<file path="config.mk">
export PLATFORM = sky130hd
export DESIGN_NAME = mem_arbiter
export DESIGN_NICKNAME = d
export VERILOG_FILES = /design/src/rtl/mem_arbiter.sv
export SDC_FILE = /design/constraint.sdc
export NUM_CORES = 1
export LEC_CHECK = 0
export ABC_AREA = 1
export ABC_CLOCK_PERIOD_IN_PS = 1200
export CAP_MARGIN = 20
export CORE_AREA = 2 2 236 238
export DETAILED_ROUTE_END_ITERATION = 16
export DIE_AREA = 0 0 238 240
export SETUP_SLACK_MARGIN = 0.02
export SYNTH_ARGS = -nofsm -noshare
export SYNTH_HDL_FRONTEND = slang
export SYNTH_SLANG_ARGS = --single-unit
</file>
<file path="constraint.sdc">
create_clock -name clk -period 1.2 [get_ports clk]
set_input_delay 0.12 -clock clk [delete_from_list [all_inputs] [get_ports clk]]
set_output_delay 0.12 -clock clk [all_outputs]
set_load 0.05 [all_outputs]
</file>
<file path="src/rtl/mem_arbiter.sv">
// mem_arbiter -- two-requester arbiter in front of a single memory port.
//
// Requester 0 (dcache) and requester 1 (instruction refill / DMA) each
// present rd/wr controls, address and write data, and hold them until
// their ready pulse. The winner's request is latched on grant and replayed
// to memory from the latched copy, so requester inputs may change freely
// while BUSY. Each transaction walks IDLE -> BUSY -> DONE -> IDLE, giving
// at least one IDLE cycle between grants.
//
// Ports:
//   clk, rst                 clock, synchronous active-high reset
//   rN_rd_ctrl, rN_wr_ctrl   requester controls (3'b000 = none)
//   rN_addr, rN_din          requester address / write data
//   rN_dout, rN_ready        read data (held until next completion) and
//                            one-cycle completion pulse
//   mem_rd_ctrl/mem_wr_ctrl  downstream controls, nonzero only in BUSY
//   mem_addr, mem_din        downstream address / write data
//   mem_dout, mem_ready      downstream read data and completion pulse
//   grant                    one-hot current owner, 2'b00 when idle
//
// Build option: define MEM_ARB_RR_EN for round-robin arbitration on
// simultaneous requests; otherwise port 0 has fixed priority.
module mem_arbiter (
    input  logic        clk,
    input  logic        rst,
    input  logic [2:0]  r0_rd_ctrl,
    input  logic [2:0]  r0_wr_ctrl,
    input  logic [63:0] r0_addr,
    input  logic [63:0] r0_din,
    output logic [63:0] r0_dout,
    output logic        r0_ready,
    input  logic [2:0]  r1_rd_ctrl,
    input  logic [2:0]  r1_wr_ctrl,
    input  logic [63:0] r1_addr,
    input  logic [63:0] r1_din,
    output logic [63:0] r1_dout,
    output logic        r1_ready,
    output logic [2:0]  mem_rd_ctrl,
    output logic [2:0]  mem_wr_ctrl,
    output logic [63:0] mem_addr,
    output logic [63:0] mem_din,
    input  logic [63:0] mem_dout,
    input  logic        mem_ready,
    output logic [1:0]  grant
);
    localparam logic [1:0] IDLE = 2'd0;
    localparam logic [1:0] BUSY = 2'd1;
    localparam logic [1:0] DONE = 2'd2;

    logic [1:0]  state_q, state_d;
    logic [1:0]  grant_q, grant_d;
    logic [2:0]  rd_q, rd_d, wr_q, wr_d;
    logic [63:0] addr_q, addr_d, din_q, din_d;
    logic [63:0] dout0_q, dout0_d, dout1_q, dout1_d;
    logic        rdy0_q, rdy0_d, rdy1_q, rdy1_d;
    logic        req0, req1, pick1;

    assign req0 = (r0_rd_ctrl != 3'b000) || (r0_wr_ctrl != 3'b000);
    assign req1 = (r1_rd_ctrl != 3'b000) || (r1_wr_ctrl != 3'b000);

`ifdef MEM_ARB_RR_EN
    // last_q = 1 means port 1 owned the previous grant; on a tie the
    // other port wins. Resets to port 1 so port 0 takes the first tie.
    logic last_q, last_d;

    assign pick1 = req1 && (!req0 || !last_q);

    always_comb begin
        last_d = last_q;
        if (state_q == IDLE && (req0 || req1))
            last_d = pick1;
    end

    always_ff @(posedge clk) begin
        if (rst) last_q <= 1'b1;
        else     last_q <= last_d;
    end
`else
    assign pick1 = req1 && !req0;
`endif

    always_comb begin
        state_d = state_q;
        grant_d = grant_q;
        rd_d    = rd_q;
        wr_d    = wr_q;
        addr_d  = addr_q;
        din_d   = din_q;
        dout0_d = dout0_q;
        dout1_d = dout1_q;
        rdy0_d  = 1'b0;
        rdy1_d  = 1'b0;
        case (state_q)
            IDLE: begin
                if (req0 || req1) begin
                    state_d = BUSY;
                    grant_d = pick1 ? 2'b10 : 2'b01;
                    rd_d    = pick1 ? r1_rd_ctrl : r0_rd_ctrl;
                    wr_d    = pick1 ? r1_wr_ctrl : r0_wr_ctrl;
                    addr_d  = pick1 ? r1_addr    : r0_addr;
                    din_d   = pick1 ? r1_din     : r0_din;
                end
            end
            BUSY: begin
                // Writes complete the same way; dout then takes whatever
                // memory drives.
                if (mem_ready) begin
                    state_d = DONE;
                    if (grant_q[1]) begin
                        dout1_d = mem_dout;
                        rdy1_d  = 1'b1;
                    end else begin
                        dout0_d = mem_dout;
                        rdy0_d  = 1'b1;
                    end
                end
            end
            default: begin
                // DONE (and any unreachable code) returns to IDLE.
                state_d = IDLE;
                grant_d = 2'b00;
            end
        endcase
    end

    always_ff @(posedge clk) begin
        if (rst) begin
            state_q <= IDLE;
            grant_q <= 2'b00;
            rd_q    <= 3'b000;
            wr_q    <= 3'b000;
            addr_q  <= 64'd0;
            din_q   <= 64'd0;
            dout0_q <= 64'd0;
            dout1_q <= 64'd0;
            rdy0_q  <= 1'b0;
            rdy1_q  <= 1'b0;
        end else begin
            state_q <= state_d;
            grant_q <= grant_d;
            rd_q    <= rd_d;
            wr_q    <= wr_d;
            addr_q  <= addr_d;
            din_q   <= din_d;
            dout0_q <= dout0_d;
            dout1_q <= dout1_d;
            rdy0_q  <= rdy0_d;
            rdy1_q  <= rdy1_d;
        end
    end

    // Controls reach memory only while BUSY, so they drop in DONE.
    assign mem_rd_ctrl = (state_q == BUSY) ? rd_q : 3'b000;
    assign mem_wr_ctrl = (state_q == BUSY) ? wr_q : 3'b000;
    assign mem_addr    = addr_q;
    assign mem_din     = din_q;
    assign grant       = grant_q;
    assign r0_dout     = dout0_q;
    assign r1_dout     = dout1_q;
    assign r0_ready    = rdy0_q;
    assign r1_ready    = rdy1_q;
endmodule

</file>
-- After elaboration in Yosys (flattened, before gate mapping)
Index checks and enable logic that the tools add are counted.
- register bits: 268
- input port bits: 335
- output and inout port bits: 266
- logic and storage cells: 46
- equal/unequal tests: 3
- multiplexer cells: 14
- bitwise operators: 3
- reductions and logical operators: 16
- operators by type and width (kind ; count):
    64-bit 2-to-1 mux ; 2
    3-bit 2-to-1 mux ; 4
    3-bit nonzero test ; 4
    2-bit 2-to-1 mux ; 4
    2-bit one-hot mux with 2 select lines ; 2
    2-bit AND reduction ; 3
    3-bit AND reduction ; 2
    2-bit != test, second input constant ; 2
    1-bit logical OR ; 3
    1-bit inverter ; 3
    3-bit OR reduction ; 1
    2-bit by 1-bit == test with 1-bit output, second input constant ; 1
    2-bit zero test ; 1
    1-bit 2-to-1 mux ; 2
    1-bit logical AND ; 1
    1-bit zero test ; 1

-- Depth between registers and ports, before layout
Gate-level depths: netlist of the first run.
- word-level depth: 7
- mapped depth: 10
- mapped depth without buffers: 8

-- Worst setup path before layout of the first run
Ideal clock, no wire load.
- path type: flip-flop to flip-flop
- start: register grant_q[1] (netlist: grant[1])
- end: register dout1_q[10] (netlist: r1_dout[10])
- setup time: 0.116 ns
- data arrival time: 1.391 ns
- data required time: 1.084 ns
- setup slack: -0.307 ns
- stages on the path, launching flop included: 6
- path buffers: 2
- clock period less this slack: 1.507 ns
- path through: dfxtp_1 > nand3_1 > buf_2 > clkbuf_1 > o21ai_0 > nor2_1
- cells in the longest elaborated chain, start to end: 1
- ends and longest elaborated chain (element ; line ; source):
    start: declaration ; 51 ; logic [1:0] grant_q, grant_d;
    start signal: assignment ; 140 ; grant_q <= grant_d;
    3-bit AND reduction (no source line) ; n/a ;
    end signal: assignment ; 146 ; dout1_q <= dout1_d;
    end: declaration ; 54 ; logic [63:0] dout0_q, dout0_d, dout1_q, dout1_d;
Every way passes these cells.
A chain may end at the register's enable or synchronous reset.

-- Final worst setup path of the first run
- start: register state_q[1]
- end: output mem_rd_ctrl[1]
- cells in the longest elaborated chain, start to end: 2
- ends and longest elaborated chain (element ; line ; source):
    start: declaration ; 50 ; logic [1:0] state_q, state_d;
    start signal: assignment ; 139 ; state_q <= state_d;
    2-bit by 1-bit == test with 1-bit output ; 153 ; assign mem_rd_ctrl = (state_q == BUSY) ? rd_q : 3'b000;
    3-bit 2-to-1 mux ; 153 ;
    end: declaration ; 38 ; output logic [2:0] mem_rd_ctrl,
Every way passes these cells.

==> results.json, run 1 <==
{
  "status": "finished, violations left",
  "violations": "negative setup slack",
  "crit_path_end_kind": "output port",
  "wl_met3_um": 5040,
  "grt_pass1_wl_um": 77400,
  "ir_drop_mv": 0.817,
  "drcViolationCount": 0,
  "dr_total_vias": 14012,
  "wl_met1_um": 21200,
  "dpl.hpwl_um": 37300,
  "ys_seq_area_frac": 0.468,
  "cts_buffers": 34,
  "coreArea_um2": 54700,
  "fmax_ghz": 0.620,
  "multiInputGateArea_um2": 6210,
  "synth-xor-area-share": 0,
  "required_ns": 1.08,
  "gp_congestion": 0.875,
  "slew_headroom": 0.757,
  "netlist_instances": 1751,
  "synthMuxAreaShare": 0,
  "hold_viol_final": 0,
  "dr.pass1.iters": 5,
  "setup_viol": 367,
  "synthSimpleGateAreaFrac": 0.316,
  "die_y_um": 240,
  "fin_cells": 3189,
  "clock-sinks": 268,
  "rows": 86,
  "syn_avg_cell_area_um2": 6.55,
  "final_core_utilization": 0.470,
  "start_kind": "register",
  "max_stage_delay_ns": 0.36,
  "met2_wirelength_um": 28200,
  "slowest_stage": "dfxtp_4",
  "via_per_inst": 4.39,
  "grt_pass1_vias": 13434,
  "cp.arrival_ns": 1.49,
  "routed_wl_um": 56900,
  "syn_area_um2": 11500,
  "dieArea_um2": 57100,
  "antenna_left": 0,
  "syn_nets": 2086,
  "cts_tree": "yes",
  "clkLatencyLatePin_ns": 0.54,
  "path_clk_slew_ns": 0.06,
  "synth_compound_gate_area_share": 0.116,
  "routedWlPerCell_um": 17.9,
  "grt_use_total": 0.176,
  "h-tree-depth": 2,
  "antenna_found_initial": 9,
  "seq_area_um2": 5370,
  "clock_path_buffers": 3,
  "post-route-period-util": 1.34,
  "post-place-ws_ns": -0.968,
  "yosys_warnings": 0,
  "drive_above_1_share": 0.309,
  "initial_core_util": 0.210,
  "report.final.slew_viol_count": 0,
  "synth_cell_type_count": 18,
  "die_x_um": 238,
  "hold_path_class": "input pin to register",
  "nFillCells": 4992,
  "topRoutingLayerUsed": "met5",
  "root_buffer": "clkbuf_16",
  "total_power_mw": 30.4,
  "fin_skew_ns": 0.0162,
  "power.static_leakage_nw": 11.4,
  "synth_top_family_by_area": "simple AND/OR/NAND/NOR gates",
  "power_density_nw_per_um2": 1180,
  "syn2layout_area_growth_pct": 124,
  "io_pins": 601,
  "period_minus_slack_ns": 1.61,
  "setup_ws_ns": -0.413,
  "cap_violations": 0,
  "rsz0062_at_grt": "yes",
  "dp_cells": 3033,
  "worst_slew_pin_slew_ns": 0.365,
  "nNetsFinal": 2795,
  "path_cells": "nor2_4 -> inv_4 -> buf_12 -> nor2_4 -> buf_12",
  "drt-initial-drc-count": 493,
  "portBuffers": 600,
  "hold_slack_ns": 0.0430,
  "grt_max_degree": 55,
  "ys_seq_elements": 268,
  "synth-adder-area-share": 0,
  "worst-path-max-fanout": 3,
  "critical_path_class": "register to output port",
  "overflow": 0
}
[layout make-up]
| class | instances | area share |
|---|---|---|
| Timing Repair Buffer | 780 | 0.448 |
| Multi-Input combinational cell | 1223 | 0.242 |
| Sequential cell | 268 | 0.209 |
| Clock buffer | 47 | 0.0370 |
| Tap cell | 704 | 0.0343 |
| Inverter | 152 | 0.0241 |
| Clock inverter | 11 | 0.00433 |
| Timing Repair inverter | 1 | 0.000633 |
| Antenna cell | 3 | 0.000292 |
[cells in the mapped netlist]
cell type | count | area share
a21oi_1 | 5 | 0.0022
inv_2 | 2 | 0.00065
buf_2 | 46 | 0.020
o21ai_1 | 5 | 0.0022
clkinv_1 | 1 | 0.00033
nor2_4 | 1 | 0.00098
nand3_1 | 4 | 0.0017
nor2_1 | 663 | 0.22
nor2_2 | 6 | 0.0033
nand2_1 | 273 | 0.089
nor3_1 | 3 | 0.0013
o21ai_0 | 256 | 0.11
nand2_4 | 1 | 0.00098
nand3_2 | 2 | 0.0017
clkbuf_1 | 53 | 0.017
inv_1 | 149 | 0.049
buf_6 | 13 | 0.013
dfxtp_1 | 268 | 0.47
[flip-flops by register name, indices dropped and copies added, names as in the netlist]
register,flops
grant,2
wr_q,3
mem_addr,64
r0_ready,1
rd_q,3
r0_dout,64
r1_dout,64
mem_din,64
r1_ready,1
state_q,2
[cell usage in the layout, fill, tap and decap left out, types with 2 or more instances in the layout]
master / instances
nor2_1: 512
clkdlybuf4s50_1: 327
buf_12: 306
dfxtp_1: 265
nand2_1: 213
inv_1: 146
o21ai_0: 125
o21ai_1: 101
nor2_4: 85
nor2_2: 73
buf_4: 59
clkbuf_16: 56
nand2_2: 45
o21ai_2: 34
buf_16: 20
buf_6: 20
buf_8: 18
nand2_4: 17
clkbuf_1: 8
inv_6: 5
a21oi_1: 5
clkbuf_8: 5
dlymetal6s2s_1: 4
diode_2: 3
nand2_8: 3
nand3_1: 3
nor3_1: 3
clkinv_2: 3
dlygate4sd2_1: 3
inv_2: 2
nand3_4: 2
clkinv_8: 2
clkinvlp_4: 2
dfxtp_4: 2
[what timing repair did]
item | in CTS | in global routing
buffers inserted | 33 | 19
hold buffers | 0 | 1
gates cloned | 26 | 31
pin swaps | 33 | 192
gates resized for setup | 179 | 403
hold endpoints to repair | 0 | 1
endpoints found under the setup margin | 529 | 532
[critical path, delay by kind of cell (launching register included)]
family	cells	cell delay [ns]
flops	1	0.36
buf+inv	3	0.35
simple gates	2	0.24
[routing by layer]
layer / track usage / up-vias
met4: 0.0699 / 8
met1: 0.192 / 6460
li1: - / 6786
met5: 0 / -
met2: 0.314 / 622
met3: 0.0610 / 136
[logic make-up (layout without fill, tap and decap cells)]
kind of cell,count (synthesis),count (layout)
flip-flops,268,268
AND/OR/NAND/NOR,953,957
other,0,3
AO/OA/AOI/OAI,266,266
buffers and inverters,264,991
[where the power goes]
group          switching [mW]  internal [mW]
Sequential              0.741           9.56
Clock                    4.17           5.79
Combinational            4.93           5.23
Total                    9.84           20.6
[metrics by stage]
step           area [µm²]  setup TNS, ns
2_1_floorplan       11600          -4.76
3_3_place_gp        21500        -146.83
3_5_place_dp        21500        -154.21
4_1_cts             24000        -105.42
5_1_grt             25700        -106.15
6_report            25700         -75.86
[worst paths after layout]
path                                               from                        to  slack, ns  cells past startpoint
worst min-delay path                      r0_rd_ctrl[0]      rd_q[0]$_SDFFE_PP0P_       0.04                      5
worst min register to register     wr_q[0]$_SDFFE_PP0P_      wr_q[0]$_SDFFE_PP0P_       0.48                      2
worst max register to register  state_q[0]$_SDFFE_PP0P_  mem_din[29]$_SDFFE_PP0P_      -0.41                     11
worst max-delay path            state_q[1]$_SDFFE_PP0P_            mem_rd_ctrl[1]      -0.41                      5
No activity file was read; power rests on OpenSTA's default activity.
==> run 2, diff against run 1 <==
==> constraint.sdc (replaced) <==
create_clock -name clk -period 1.2 [get_ports clk]
set_input_delay 0.12 -clock clk [delete_from_list [all_inputs] [get_ports clk]]
set_output_delay 0.12 -clock clk [all_outputs]
set_load 0.005 [all_outputs]
==> run 2 against run 1 <==
Effect of this change:
- clock power up 5%
- highest routed layer unchanged
- sequential power about the same
- critical path type unchanged
- fmax decreased by 4.5%
- design area decreased by 12%
- the flow still finishes with violations (negative setup slack)
- hold slack better by 0.037 ns
- clock-buffer cell count fell by 5
==> results.json, run 2 (synthesized netlist as in run 1, its figures left out) <==
{
  "regToRegStartpoint": "state_q[1]$_SDFFE_PP0P_",
  "drcViolationCount": 0,
  "post-route-period-util": 1.41,
  "power_density_nw_per_um2": 1190,
  "start_kind": "register",
  "hold_path_class": "input pin to register",
  "dr.pass1.iters": 4,
  "ir_drop_mv": 0.745,
  "grt_pass1_wl_um": 75200,
  "rows": 86,
  "die_x_um": 238,
  "final_core_utilization": 0.415,
  "status": "finished, violations left",
  "dpl.hpwl_um": 36900,
  "violations": "negative setup slack",
  "rsz0062_at_grt": "yes",
  "io_pins": 601,
  "fin_cells": 3194,
  "layout_commonest_cell": "nor2_1",
  "h-tree-depth": 1,
  "cp-startpoint": "state_q[1]$_SDFFE_PP0P_",
  "design_area_um2": 22700,
  "clock-sinks": 268,
  "drt-initial-drc-count": 546,
  "fmax_ghz": 0.592,
  "worst-path-max-fanout": 5,
  "clkLatencyLatePin_ns": 0.59,
  "r2r_slack_ns": -0.47,
  "coreArea_um2": 54700,
  "antenna_found_initial": 9,
  "cts_hold_buffers": 0,
  "routed_wl_um": 54700,
  "cap_violations": 0,
  "dr_total_vias": 13847,
  "cts_tree": "yes",
  "hold_slack_ns": 0.0799,
  "critPathCapture": "mem_wr_ctrl[2]",
  "nNetsFinal": 2797,
  "syn2layout_area_growth_pct": 97.7,
  "grt_pass1_vias": 13296,
  "seq_area_um2": 5700,
  "dieArea_um2": 57100,
  "cp.arrival_ns": 1.57,
  "portBuffers": 600,
  "placed_area_um2": 18800,
  "post-place-ws_ns": -0.964,
  "fin_skew_ns": 0.0108,
  "setup_tns_ns": -96.81,
  "critical_path_class": "register to output port",
  "slew_headroom": 0.672,
  "setup_ws_ns": -0.490,
  "r2r-end": "r1_dout[11]$_SDFFE_PP0P_",
  "reg2reg_depth": 10,
  "report.final.slew_viol_count": 0,
  "drive_above_1_share": 0.405,
  "nFillCells": 5448,
  "root_buffer": "clkbuf_16",
  "path_clk_slew_ns": 0.06,
  "hold_viol_final": 0,
  "grt_max_degree": 45,
  "use_met3": 0.0449,
  "period_minus_slack_ns": 1.69,
  "dp_cells": 3044,
  "routedWlPerCell_um": 17.1,
  "final_cell_mix": "nor2_1, clkdlybuf4s50_1, dfxtp_2",
  "worst_slew_pin_slew_ns": 0.492,
  "grtUsageMet1": 0.185,
  "antenna_left": 0,
  "grtUsageMet2": 0.312,
  "initial_core_util": 0.210,
  "power.static_leakage_nw": 10.7,
  "overflow": 0,
  "crit_path_end_kind": "output port",
  "cts_buffers": 31,
  "multiInputGateArea_um2": 6020,
  "grt_use_total": 0.169,
  "setup_viol": 272,
  "via_per_inst": 4.34,
  "total_power_mw": 27.0,
  "busiest_layer": "met2",
  "gp_congestion": 0.874,
  "clock_path_buffers": 3,
  "die_y_um": 240,
  "required_ns": 1.08
}
[run 2: cell types whose count changed in the layout (fill, tap and decap cells not counted), sizes merged, moves of 2 or more]
cell,before,now
buf,423,436
clkdlybuf4s50,327,329
bufinv,1,7
inv,155,153
dlymetal6s2s,4,1
nand2,278,274
clkbuf,69,58
[run 2: timing repair]
item	CTS	global route
endpoints found under the setup margin	533	502
setup buffers	32	32
resized for setup	1584	392
cloned	20	23
pin swaps	18	125
[run 2: worst max-delay path, stage by stage, from the launching register on]
cell,delay (ns)
dfxtp_4,0.36
nor2_4,0.12
inv_2,0.07
buf_8,0.14
nor2_2,0.14
buf_6,0.15
[run 2: per-layer routing]
metal  up-vias  routed length [µm]
met4         4                1940
met5         -                  25
met3        93                4310
met2       533               27800
li1       6788                   -
met1      6429               20500
[run 2: worst min-delay path by stage]
stage | startpoint | end | slack [ns] | cells past startpoint
2_1_floorplan | r0_rd_ctrl[1] | rd_q[1]$_SDFFE_PP0P_ | 0.26 | 2
3_3_place_gp | wr_q[1]$_SDFFE_PP0P_ | wr_q[1]$_SDFFE_PP0P_ | 0.45 | 2
3_5_place_dp | wr_q[0]$_SDFFE_PP0P_ | wr_q[0]$_SDFFE_PP0P_ | 0.46 | 2
4_1_cts | mem_dout[56] | r1_dout[56]$_SDFFE_PP0P_ | 0.12 | 3
5_1_grt | r1_wr_ctrl[2] | wr_q[2]$_SDFFE_PP0P_ | 0.08 | 5
6_report | r1_wr_ctrl[2] | wr_q[2]$_SDFFE_PP0P_ | 0.08 | 5
[run 2: final cells by class]
cell class,instances,area share
Timing Repair Buffer,788,0.367
Clock buffer,42,0.0378
Tap cell,704,0.0388
Timing Repair inverter,2,0.00121
Antenna cell,4,0.000441
Sequential cell,268,0.251
Multi-Input combinational cell,1219,0.265
Inverter,152,0.0265
Clock inverter,15,0.0119
[run 2: report_power, final]
group          switching (mW)  total (mW)  internal, mW
Combinational            2.64        6.30          3.65
Sequential              0.487        10.2          9.68
Clock                    4.00        10.5          6.51
Total                    7.13        27.0          19.8
